File: src/rtl/alu_stream_sequencer.sv
// Stream front-end for the ALU BFM: buffers {B, A, op} command beats, issues each
// one with a start pulse, waits for done (or a timeout) and streams the result out.
module alu_stream_sequencer #(
  parameter int ITEM_WIDTH     = 8,
  parameter int OP_WIDTH       = 3,
  parameter int FIFO_DEPTH     = 4,
  parameter int BATCH_LEN      = 100,
  parameter int TIMEOUT_CYCLES = 64
) (
  input  logic                             clk_i,
  input  logic                             reset_i,
  input  logic                             s_tvalid,
  output logic                             s_tready,
  input  logic [2*ITEM_WIDTH+OP_WIDTH-1:0] s_tdata,
  output logic                             start,
  output logic [OP_WIDTH-1:0]              op_s,
  output logic [ITEM_WIDTH-1:0]            A_s,
  output logic [ITEM_WIDTH-1:0]            B_s,
  input  logic                             done,
  input  logic [2*ITEM_WIDTH-1:0]          res_i,
  output logic                             m_tvalid,
  input  logic                             m_tready,
  output logic [2*ITEM_WIDTH-1:0]          m_tdata,
  output logic                             m_tlast,
  output logic                             m_terr,
  output logic                             xmit_en,
  output logic                             err_timeout,
  output logic [15:0]                      items_done
);

  localparam int DW = 2*ITEM_WIDTH + OP_WIDTH;
  localparam int AW = $clog2(FIFO_DEPTH);
  localparam int CW = $clog2(TIMEOUT_CYCLES);
  localparam int BW = (BATCH_LEN > 1) ? $clog2(BATCH_LEN) : 1;
  localparam logic [CW-1:0] WAIT_LAST  = CW'(TIMEOUT_CYCLES - 1);
  localparam logic [BW-1:0] BATCH_LAST = BW'(BATCH_LEN - 1);

  localparam logic [1:0] S_IDLE  = 2'd0;
  localparam logic [1:0] S_ISSUE = 2'd1;
  localparam logic [1:0] S_WAIT  = 2'd2;
  localparam logic [1:0] S_OUT   = 2'd3;

  logic [DW-1:0] mem [FIFO_DEPTH];
  logic [AW:0]   wr_ptr, rd_ptr;
  logic          empty, full, push, pop;
  logic [DW-1:0] head;
  logic [1:0]    state;
  logic [CW-1:0] wait_cnt;
  logic [BW-1:0] batch_cnt;

  // Extra MSB on each pointer separates full (MSBs differ) from empty (equal).
  assign empty    = (wr_ptr == rd_ptr);
  assign full     = (wr_ptr[AW] != rd_ptr[AW]) && (wr_ptr[AW-1:0] == rd_ptr[AW-1:0]);
  assign s_tready = reset_i && !full;
  assign push     = s_tvalid && s_tready;
  assign pop      = (state == S_IDLE) && !empty;
  assign head     = mem[rd_ptr[AW-1:0]];
  assign m_tlast  = m_tvalid && (batch_cnt == BATCH_LAST);

  always_ff @(posedge clk_i) begin
    if (push) mem[wr_ptr[AW-1:0]] <= s_tdata;
  end

  always_ff @(posedge clk_i or negedge reset_i) begin
    if (!reset_i) wr_ptr <= '0;
    else if (push) wr_ptr <= wr_ptr + (AW+1)'(1);
  end

  always_ff @(posedge clk_i or negedge reset_i) begin
    if (!reset_i) begin
      state       <= S_IDLE;
      rd_ptr      <= '0;
      start       <= 1'b0;
      op_s        <= '0;
      A_s         <= '0;
      B_s         <= '0;
      wait_cnt    <= '0;
      m_tvalid    <= 1'b0;
      m_tdata     <= '0;
      m_terr      <= 1'b0;
      err_timeout <= 1'b0;
      items_done  <= '0;
      batch_cnt   <= '0;
      xmit_en     <= 1'b0;
    end else begin
      case (state)
        S_IDLE: if (pop) begin
          rd_ptr <= rd_ptr + (AW+1)'(1);
          op_s   <= head[OP_WIDTH-1:0];
          A_s    <= head[OP_WIDTH +: ITEM_WIDTH];
          B_s    <= head[OP_WIDTH+ITEM_WIDTH +: ITEM_WIDTH];
          start  <= 1'b1;
          state  <= S_ISSUE;
        end
        S_ISSUE: begin
          start    <= 1'b0;
          wait_cnt <= '0;
          state    <= S_WAIT;
        end
        S_WAIT: begin
          // done takes priority over a timeout landing on the same edge
          if (done) begin
            m_tdata  <= res_i;
            m_terr   <= 1'b0;
            m_tvalid <= 1'b1;
            state    <= S_OUT;
          end else if (wait_cnt == WAIT_LAST) begin
            m_tdata     <= '1;
            m_terr      <= 1'b1;
            err_timeout <= 1'b1;
            m_tvalid    <= 1'b1;
            state       <= S_OUT;
          end else begin
            wait_cnt <= wait_cnt + CW'(1);
          end
        end
        S_OUT: if (m_tready) begin
          m_tvalid   <= 1'b0;
          items_done <= items_done + 16'd1;
          if (batch_cnt == BATCH_LAST) begin
            batch_cnt <= '0;
            xmit_en   <= ~xmit_en;
          end else begin
            batch_cnt <= batch_cnt + BW'(1);
          end
          state <= S_IDLE;
        end
        default: state <= S_IDLE;
      endcase
    end
  end

endmodule

File: config.mk
export PLATFORM = sky130hd
export DESIGN_NAME = alu_stream_sequencer
export DESIGN_NICKNAME = d
export VERILOG_FILES = /design/src/rtl/alu_stream_sequencer.sv
export SDC_FILE = /design/constraint.sdc
export NUM_CORES = 1
export LEC_CHECK = 0
export CELL_PAD_IN_SITES_DETAIL_PLACEMENT = 0
export CELL_PAD_IN_SITES_GLOBAL_PLACEMENT = 1
export CORE_MARGIN = 4
export CORE_UTILIZATION = 35
export CTS_CLUSTER_SIZE = 20
export DETAILED_ROUTE_END_ITERATION = 8
export PLACE_DENSITY_LB_ADDON = 0.1
export SLEW_MARGIN = 20
export SYNTH_ARGS = -nofsm -noshare
export SYNTH_HDL_FRONTEND = slang
export SYNTH_SLANG_ARGS = --single-unit
File: constraint.sdc
create_clock -name clk_i -period 2.2 [get_ports clk_i]
set_clock_uncertainty 0.15 [all_clocks]
set_input_delay 0.44 -clock clk_i [delete_from_list [all_inputs] [get_ports clk_i]]
set_output_delay 0.44 -clock clk_i [all_outputs]
set_load 0.02 [all_outputs]
Word level (Yosys, flattened, before mapping):

Memories as Yosys holds them, arrays and structs flattened. A register that Yosys moved wholly into a read port is not among the register bits.
Index checks and enable logic that the tools add are counted.

* bits in writable memories: 76
* input port bits: 40
* memories kept: 1
* bits in latches: 0
* output and inout port bits: 58
* bits in registers: 58
* word-level logic and storage cells: 75
* ROM bits: 0

Memory list
* mem: words 4, width 19, rd ports 1, clocked after memory_dff 1, write ports 1, RTL line 43 `logic [DW-1:0] mem [FIFO_DEPTH];`

* div/mod/pow operators: 0
* $mul: 0
* order comparisons: 0
* bitwise operators: 2
* shift operators: 0
* equal/unequal tests: 13
* muxes and demuxes: 20
* reductions and logical operators: 22
* $add $sub $neg: 5

Operators with widths (number)
* $mux 16: 2
* $add 16x1->16 const B: 1
* $reduce_and 3->1: 5
* $mux 6: 2
* $pmux 6 s2: 1
* $mux 2: 4
* $ne 2x2->1 const B: 4
* $pmux 2 s4: 1
* $reduce_and 2->1: 4
* $reduce_bool 2->1: 4
* $add 7x1->7 const B: 1
* $eq 7x7->1 const B: 1
* $mux 1: 7
* $mux 7: 1
* $add 3x1->3 const B: 2
* $add 6x1->6 const B: 1
* $eq 6x6->1 const B: 1
* $logic_and 1x1->1: 5
* $eq 2x2->1 const B: 2
* $pmux 1 s2: 2
* $eq 3x3->1: 1
* $logic_not 1->1: 3
* $ne 3x3->1 const B: 1
* $eq 2x1->1 const B: 1
* 4 further kinds: 5

Longest topological paths before layout:

Gate-level depths: netlist of run 1.

* depth in word-level cells: 7
* depth in mapped cells: 7
* gate-level depth less buffers: 5

Worst setup path before layout of run 1:

No wires, ideal clock.

* path type: register to register
* start: register rd_ptr[2]
* end: memory mem[1][0] (netlist bit) (enable)
* path slack: 59 ps
* stages on the path, launching flop included: 5
* path buffers: 0
* arrival: 1614 ps
* period minus slack after synthesis: 2141 ps
* setup time: 377 ps
* required time: 1673 ps
* path through: dfrtp_1 -> xnor2_1 -> nand3b_1 -> and2_1 -> and3_1

* cells in the longest elaborated chain, start to end: 7

RTL lines
* start, declared: RTL line 44 `logic [AW:0] wr_ptr, rd_ptr;`
* start signal, assigned: RTL line 88 `rd_ptr <= rd_ptr + (AW+1)'(1);`
* $ne 1x1->1: RTL line 53 `assign full = (wr_ptr[AW] != rd_ptr[AW]) && (wr_ptr[AW-1:0] == rd_ptr[AW-1:0]);`
* $logic_and 1x1->1: RTL line 53
* $logic_not 1->1: RTL line 54 `assign s_tready = reset_i && !full;`
* $logic_and 1x1->1: RTL line 54
* named net s_tready: RTL line 13 `output logic s_tready,`
* $logic_and 1x1->1: RTL line 55 `assign push = s_tvalid && s_tready;`
* $mux 1: RTL line 61 `if (push) mem[wr_ptr[AW-1:0]] <= s_tdata;`
* $mux 1 (implied by the code): RTL line 61
* end, declared: RTL line 43

The timed path passes the listed nets, and every way through them passes these cells.

Final worst setup path of run 1:

* start: register batch_cnt[2]
* end: output m_tlast

* cells in the longest elaborated chain, start to end: 2

RTL lines
* start, declared: RTL line 49 `logic [BW-1:0] batch_cnt;`
* start signal, assigned: RTL line 124 `batch_cnt <= batch_cnt + BW'(1);`
* $eq 7x7->1: RTL line 58 `assign m_tlast = m_tvalid && (batch_cnt == BATCH_LAST);`
* $logic_and 1x1->1: RTL line 58
* end, declared: RTL line 24 `output logic m_tlast,`

No other way between the ends.

==> flow_summary.ini, run 1 <==
[outcome]
status = finished clean

[timing]
setup_viol = 0
worst-slew-pin-transition_ns = 0.8153
maxSlewViolCount = 0
period_minus_slack_ns = 2.178
number_of_hold_slack_violations_in_the_final_timing_report = 0
post_route_worst_setup_slack_ns = 0.02184
finalHoldWorstSlack_ns = 0.3166
rsz_0062_raised_after_global_routing = true
slew_headroom = 0.4564
fmax_mhz = 459.1
post-route-period-util = 0.9901

[finish]
final_core_util = 0.4880
area_overhead_of_the_layout_relative_to_synthesis_pct = 37.15
final_layout_size_suffix_gt1_frac = 0.2383
finished_layout_cells = 758
layout.nets = 573
insertedDiodeCount = 0

[synth]
synthesized_area_fraction_occupied_by_adder_cells = 0.02652
synth_top_family_by_area = multiplexers
async_reset_ff_frac = 0.5033
synthFlopType = sky130_fd_sc_hd__dfrtp_1
synth.lib_cells_used.distinct = 43
synth-edff-count = 76
synth-seq-cells = 153
syn_area_per_cell_sq_um = 16.36
yosys.area_share.xor_xnor = 0.03713
yosysWarnings = 0
netlist_top_cells_area = sky130_fd_sc_hd__edfxtp_1, sky130_fd_sc_hd__dfrtp_1, sky130_fd_sc_hd__mux4_2, sky130_fd_sc_hd__mux2_2, sky130_fd_sc_hd__xnor2_1
synthesized_area_fraction_occupied_by_ao_oa_aoi_and_oai_cells = 0.05834
net_count_synth = 428
post_synth_most_frequent_cells = sky130_fd_sc_hd__dfrtp_1, sky130_fd_sc_hd__edfxtp_1, sky130_fd_sc_hd__xnor2_1, sky130_fd_sc_hd__nand2_1, sky130_fd_sc_hd__mux2_2
synth.yosys.seq_area_share = 0.6863
synth_cells = 375
synth.largest_area_cell = sky130_fd_sc_hd__edfxtp_1
synthDominantCellAreaShare = 0.3721
synthesis.area_sq_um = 6133
simple_gate_share_of_the_synthesized_area = 0.06079
synthMostInstantiatedCell = sky130_fd_sc_hd__dfrtp_1
post_synth_mux_area_share = 0.1142

[power_and_ir_drop]
leakagePower_nw = 3.241
cellPowerDensity_nw_per_um2 = 1371
power.ir.vdd_worst_mv = 0.6992

[critical_path]
max_stage_delay_ns = 0.41
critical-path-slowest-cell = sky130_fd_sc_hd__dfrtp_1
cp.buffers_inverters = 1
cell_family_contributing_the_most_delay_on_the_critical_path = simple AND/OR/NAND/NOR gates
cp.required_ns = 1.61
crit_path_max_fanout = 2
worst_path_cell_trace = nor4b_4 > and3_4 > and2_4 > buf_6
cp_data_arrival_time_ns = 1.59
crit_path_end_kind = primary output
crit_path_start_kind = register
timing_worst_setup_path_type = reg2out

[routing]
post-route-drc-count = 0
dr_total_vias = 3705
drt-total-wl_microns = 13330
uppermost_layer_routed = met5
wirelength_met1_microns = 5949
drt_pre_antenna_iters = 5
postRouteAntennaNets = 0
wl_met3_microns = 410
post_drt_via_cell_ratio = 4.888
drt-wirelength-per-cell_microns = 17.59
drt_iter0_drc = 131
route.met2.wl_microns = 6761

[cts]
cts-root-buf = sky130_fd_sc_hd__clkbuf_16
number_of_h_tree_levels = 4
worst_setup_hold_path_clk_slew_ns = 0.06
clock-sinks = 153
cts_tree = yes
worst_skew_pair.late_latency_ns = 0.41
numCtsBuffers = 17
cts_buffer_depth = 2

[placed_design]
post-place-cells = 713
port_buffers = 97
finalWeightedCongestion = 0.7332
place_hpwl_microns = 8268
dp_slack_ns = -0.08939

[die]
core_region_area_sq_um = 17240
fp-row-count = 48
dieArea_sq_um = 19710
design.portCount = 98
die_h_microns = 140.4
floorplan.die.width_microns = 140.4
start_util = 0.3558

[global_routing]
grt_first_pass_wirelength_microns = 21120
grt_pass1_vias = 3910
globalRouteTotalUtil = 0.1388
antenna_found_initial = 1
grt_start_max_net_pins = 60
overflow = 0

[min_path]
hold_path.class = reg2reg

[flow_run]
maxCapViolations = 0
## logic make-up after synthesis
family | after synthesis
compound gates | 47
xor+xnor | 26
fa+ha+maj | 13
buf+inv | 22
flops | 153
mux | 43
simple gates | 71
## what timing repair did
item                                    4_1_cts  5_1_grt
setup buffers                                 8        2
gates cloned                                  0        2
hold buffers                                  1        0
pin swaps                                     3        3
hold endpoints to repair                     18        0
gates resized for setup                      10       11
endpoints found under the setup margin        2       22
## where the power goes
| part | total [W] | switching (W) | internal [W] |
|---|---|---|---|
| Sequential | 0.00411 | 0.000392 | 0.00372 |
| Combinational | 0.00436 | 0.00203 | 0.00233 |
| Clock | 0.00306 | 0.00111 | 0.00195 |
| Total | 0.0115 | 0.00354 | 0.00800 |
## placed cells by master (no fill, tap or decap), types with 2 or more instances in the layout
cell type	count
sky130_fd_sc_hd__clkdlybuf4s50_1	94
sky130_fd_sc_hd__dfrtp_1	77
sky130_fd_sc_hd__edfxtp_1	76
sky130_fd_sc_hd__buf_4	35
sky130_fd_sc_hd__xnor2_1	24
sky130_fd_sc_hd__nand2_1	22
sky130_fd_sc_hd__mux2_2	22
sky130_fd_sc_hd__mux4_2	19
sky130_fd_sc_hd__clkbuf_16	19
sky130_fd_sc_hd__o22a_1	16
sky130_fd_sc_hd__nand3_1	13
sky130_fd_sc_hd__ha_1	13
sky130_fd_sc_hd__inv_1	9
sky130_fd_sc_hd__o21ai_0	9
sky130_fd_sc_hd__nand4_1	8
sky130_fd_sc_hd__nor2_1	6
sky130_fd_sc_hd__buf_12	5
sky130_fd_sc_hd__and3_1	4
sky130_fd_sc_hd__and4_1	4
sky130_fd_sc_hd__a21oi_1	4
sky130_fd_sc_hd__clkinv_2	4
sky130_fd_sc_hd__bufinv_16	4
sky130_fd_sc_hd__a31oi_1	3
sky130_fd_sc_hd__nor3_1	3
sky130_fd_sc_hd__and2_4	2
sky130_fd_sc_hd__a22o_1	2
sky130_fd_sc_hd__a211oi_1	2
sky130_fd_sc_hd__o31ai_1	2
sky130_fd_sc_hd__clkbuf_8	2
sky130_fd_sc_hd__inv_6	2
sky130_fd_sc_hd__clkinv_1	2
## final timing paths
check                        startpoint  endpoint  slack (ns)  cells after the start
max in group asynchronous       reset_i   op_s[1]        0.32                      4
min in group asynchronous       reset_i    A_s[5]        0.45                      3
min                             xmit_en   xmit_en        0.32                      1
max                        batch_cnt[2]   m_tlast        0.02                      4
max reg2reg                   rd_ptr[2]  state[1]        0.04                      9
min reg2reg                     xmit_en   xmit_en        0.32                      1
## worst reg2reg max path: cells and delay by family, from the launching register on
kind / cells / cell delay, ns
buf+inv: 5 / 0.62
flops: 1 / 0.42
compound gates: 2 / 0.40
xor+xnor: 1 / 0.15
mux: 1 / 0.31
## flip-flops by register name, indices dropped and copies added (netlist names)
name,count
mem,76
items_done,16
m_tdata,16
A_s,8
B_s,8
batch_cnt,7
wait_cnt,6
op_s,3
rd_ptr,3
wr_ptr,3
state,2
err_timeout,1
m_terr,1
m_tvalid,1
start,1
xmit_en,1
## through the flow
stage	power (W)	area [sq um]	TNS [ns]
after floorplan	0.006462	6133	0
after global placement	0.008174	7595	-0.04296
after detailed placement	0.008255	7595	-0.08939
after CTS	0.01147	8289	0
after global routing	0.01220	8412	-0.06879
final	0.01153	8412	0
## final cells by class
cell class              instances  area, sq um
fillers                      1495         8825
repair buffers                139         1380
flip-flops and latches        153         4209
clock buffers                  19        452.9
clock inverters                13        172.7
inverters                       9        33.78
multi-input cells             200         1882
well taps                     225        281.5
## layer usage
metal / track usage / up-vias
met5: 0 / -
met3: 0.03175 / 17
met2: 0.2319 / 73
li1: - / 1722
met1: 0.1769 / 1891
met4: 0.05201 / 2
Note: power is estimated with default switching activity, not from simulation.
==> run 2: changes to the inputs <==
--- a/config.mk
+++ b/config.mk
@@ -5,13 +5,15 @@
 export SDC_FILE = /design/constraint.sdc
 export NUM_CORES = 1
 export LEC_CHECK = 0
+export ABC_AREA = 1
 export CELL_PAD_IN_SITES_DETAIL_PLACEMENT = 0
 export CELL_PAD_IN_SITES_GLOBAL_PLACEMENT = 1
 export CORE_MARGIN = 4
 export CORE_UTILIZATION = 35
 export CTS_CLUSTER_SIZE = 20
 export DETAILED_ROUTE_END_ITERATION = 8
-export PLACE_DENSITY_LB_ADDON = 0.1
+export PLACE_DENSITY = 0.65
+export SKIP_LAST_GASP = 1
 export SLEW_MARGIN = 20
 export SYNTH_ARGS = -nofsm -noshare
 export SYNTH_HDL_FRONTEND = slang
==> flow_summary.ini, run 2 <==
[outcome]
status = finished clean

[global_routing]
grt_start_max_net_pins = 41
grtUsageMet3 = 0.04060
grt_first_pass_wirelength_microns = 23110
overflow = 0
gr_met2_demand_resource = 0.2471
globalRouteTotalUtil = 0.1443
busiest_layer = met2
met1_usage_grt = 0.1789
grt_pass1_vias = 4618
antenna_found_initial = 0

[timing]
slew_headroom = 0.6515
rsz_0062_raised_after_global_routing = true
number_of_hold_slack_violations_in_the_final_timing_report = 0
period_minus_slack_ns = 2.084
setup_viol = 0
post-route-period-util = 0.9474
worst-slew-pin-transition_ns = 0.5228
fmax_mhz = 479.8
maxSlewViolCount = 0

[synth]
synth.yosys.seq_area_share = 0.6528
synthMostInstantiatedCell = sky130_fd_sc_hd__nand2_1
synth.largest_area_cell = sky130_fd_sc_hd__edfxtp_1
synth-edff-count = 76
synth_cells = 611
synth.lib_cells_used.distinct = 29
async_reset_ff_frac = 0.5033
netlist_top_cells_area = sky130_fd_sc_hd__edfxtp_1, sky130_fd_sc_hd__dfrtp_1, sky130_fd_sc_hd__nand2_1, sky130_fd_sc_hd__nor2_1, sky130_fd_sc_hd__o21ai_0
net_count_synth = 664
syn_area_per_cell_sq_um = 10.55
synthesis.area_sq_um = 6447
yosysWarnings = 0
synthFlopType = sky130_fd_sc_hd__dfrtp_1
synth-seq-cells = 153
synthDominantCellAreaShare = 0.3540
post_synth_most_frequent_cells = sky130_fd_sc_hd__nand2_1, sky130_fd_sc_hd__nor2_1, sky130_fd_sc_hd__dfrtp_1, sky130_fd_sc_hd__edfxtp_1, sky130_fd_sc_hd__o21ai_0

[die]
floorplan.die.width_microns = 143.7
start_util = 0.3577
die_h_microns = 143.7
dieArea_sq_um = 20660
fp-row-count = 49
design.portCount = 98
core_region_area_sq_um = 18020

[critical_path]
crit_path_end_kind = primary output
critical_path.most_common_cell = sky130_fd_sc_hd__nor2_1
critical-path-slowest-cell = sky130_fd_sc_hd__dfrtp_1
worst_path_cell_trace = ha_1 > inv_1 > nor2_1 > nand3_1 > nor2_1 > buf_4
cp.required_ns = 1.61
timing_worst_setup_path_type = reg2out
cp.buffers_inverters = 2
max_stage_delay_ns = 0.36
crit_path_start_kind = register
crit_path_max_fanout = 4
cell_family_contributing_the_most_delay_on_the_critical_path = flip-flops
cp_data_arrival_time_ns = 1.49

[routing]
post-route-drc-count = 0
drt_pre_antenna_iters = 4
postRouteAntennaNets = 0
drt_iter0_drc = 248
drt-total-wl_microns = 14120
dr_total_vias = 4543
drt-wirelength-per-cell_microns = 14.43
post_drt_via_cell_ratio = 4.645

[placed_design]
place_hpwl_microns = 9592
finalWeightedCongestion = 0.7873
post-place-cells = 942
port_buffers = 97

[finish]
leading_cell_types_in_the_layout_fill_and_taps_excluded = sky130_fd_sc_hd__nand2_1, sky130_fd_sc_hd__clkdlybuf4s50_1, sky130_fd_sc_hd__nor2_1, sky130_fd_sc_hd__dfrtp_1, sky130_fd_sc_hd__edfxtp_1
finished_layout_cells = 978
insertedDiodeCount = 0
layout.nets = 789
area_overhead_of_the_layout_relative_to_synthesis_pct = 31.03
largest_register_ff_count = 76
fill_cells = 1736
final_layout_size_suffix_gt1_frac = 0.1015
most_common_cell_after_layout_fill_and_taps_aside = sky130_fd_sc_hd__nand2_1

[cts]
cts-root-buf = sky130_fd_sc_hd__clkbuf_16
clock-sinks = 153
worst_skew_pair.late_latency_ns = 0.42
cts_tree = yes
numCtsBuffers = 17
worst_setup_hold_path_clk_slew_ns = 0.06
number_of_h_tree_levels = 4
cts_buffer_depth = 2

[power_and_ir_drop]
share_clk_of_total_power = 0.258
comb_power_share = 0.376
fin_total_pwr_w = 0.01123
leakagePower_nw = 3.558
seqPwrFrac = 0.366
netSwitchingFraction = 0.3604
cellPowerDensity_nw_per_um2 = 1330
p_sw_w = 0.004049
power.ir.vdd_worst_mv = 0.8054
power.internal_w = 0.007185

[min_path]
hold_path.class = reg2reg

[flow_run]
maxCapViolations = 0
## run 2: cell families (layout without fill, tap and decap cells)
family	count (synthesis)	count (layout)	share of synthesized area
XOR/XNOR	18	18	0.02445
buffers and inverters	70	208	0.04871
AND/OR/NAND/NOR	266	266	0.1681
flip-flops	153	153	0.6528
adder cells (fa/ha/maj)	13	13	0.02523
AO/OA/AOI/OAI	91	91	0.08073
## run 2: layout make-up
type / count / area (sq um) / area share
Multi-Input combinational cell: 388 / 1949 / 0.2307
Inverter: 51 / 191.4 / 0.02266
Tap cell: 229 / 286.5 / 0.03392
Clock buffer: 18 / 429.2 / 0.05080
Sequential cell: 153 / 4209 / 0.4982
Timing Repair Buffer: 125 / 1224 / 0.1448
Clock inverter: 14 / 158.9 / 0.01881
## run 2: path summary, 6_finish.rpt
path / from / endpoint / slack [ns] / cells after the start
hold / removal: xmit_en / xmit_en / 0.32 / 1
hold reg to reg: xmit_en / xmit_en / 0.32 / 1
setup reg to reg: rd_ptr[2] / mem[1][10] / 0.29 / 8
max in group asynchronous: reset_i / items_done[14] / 0.51 / 4
setup / recovery: batch_cnt[1] / m_tlast / 0.12 / 6
min in group asynchronous: reset_i / B_s[4] / 0.41 / 3
## run 2: through the flow
step                      TNS [ns]  utilization  area (sq um)  worst slack, ns  hold WS [ns]
after floorplan             -9.633            -          6447          -0.1268     -0.005591
after global placement           0       0.4338          7820          0.06560        0.2845
after detailed placement         0       0.4338          7820          0.07315        0.2862
after CTS                        0       0.4688          8451         0.008976        0.3280
after global routing      -0.06904       0.4687          8448         -0.06904        0.3546
final                            0       0.4687          8448           0.1157        0.3204
## run 2: metal layers
metal  up-vias  wire [microns]  share of wire
li1       2272               -              -
met1      2162            6341           0.45
met2        98            6898           0.49
met3        11             740          0.052
met4         0             137         0.0097
met5         -               0              0
## run 2: power by group through the flow
stage               combinational (W)  sequential, W  clock (W)
finish                        0.00422        0.00412    0.00290
detailed placement            0.00423        0.00416          0
CTS                           0.00433        0.00412    0.00299
global route                  0.00474        0.00421    0.00312
floorplan                     0.00216        0.00458          0
global placement              0.00418        0.00413          0
## run 2: what timing repair did
item | CTS | global route
buffers inserted | 3 | 0
resized for setup | 8 | 2
cloned | 0 | 0
hold buffers | 1 | 0
endpoints found under the hold margin | 47 | 0
setup endpoints to repair | 2 | 2
pin swaps | 1 | 0
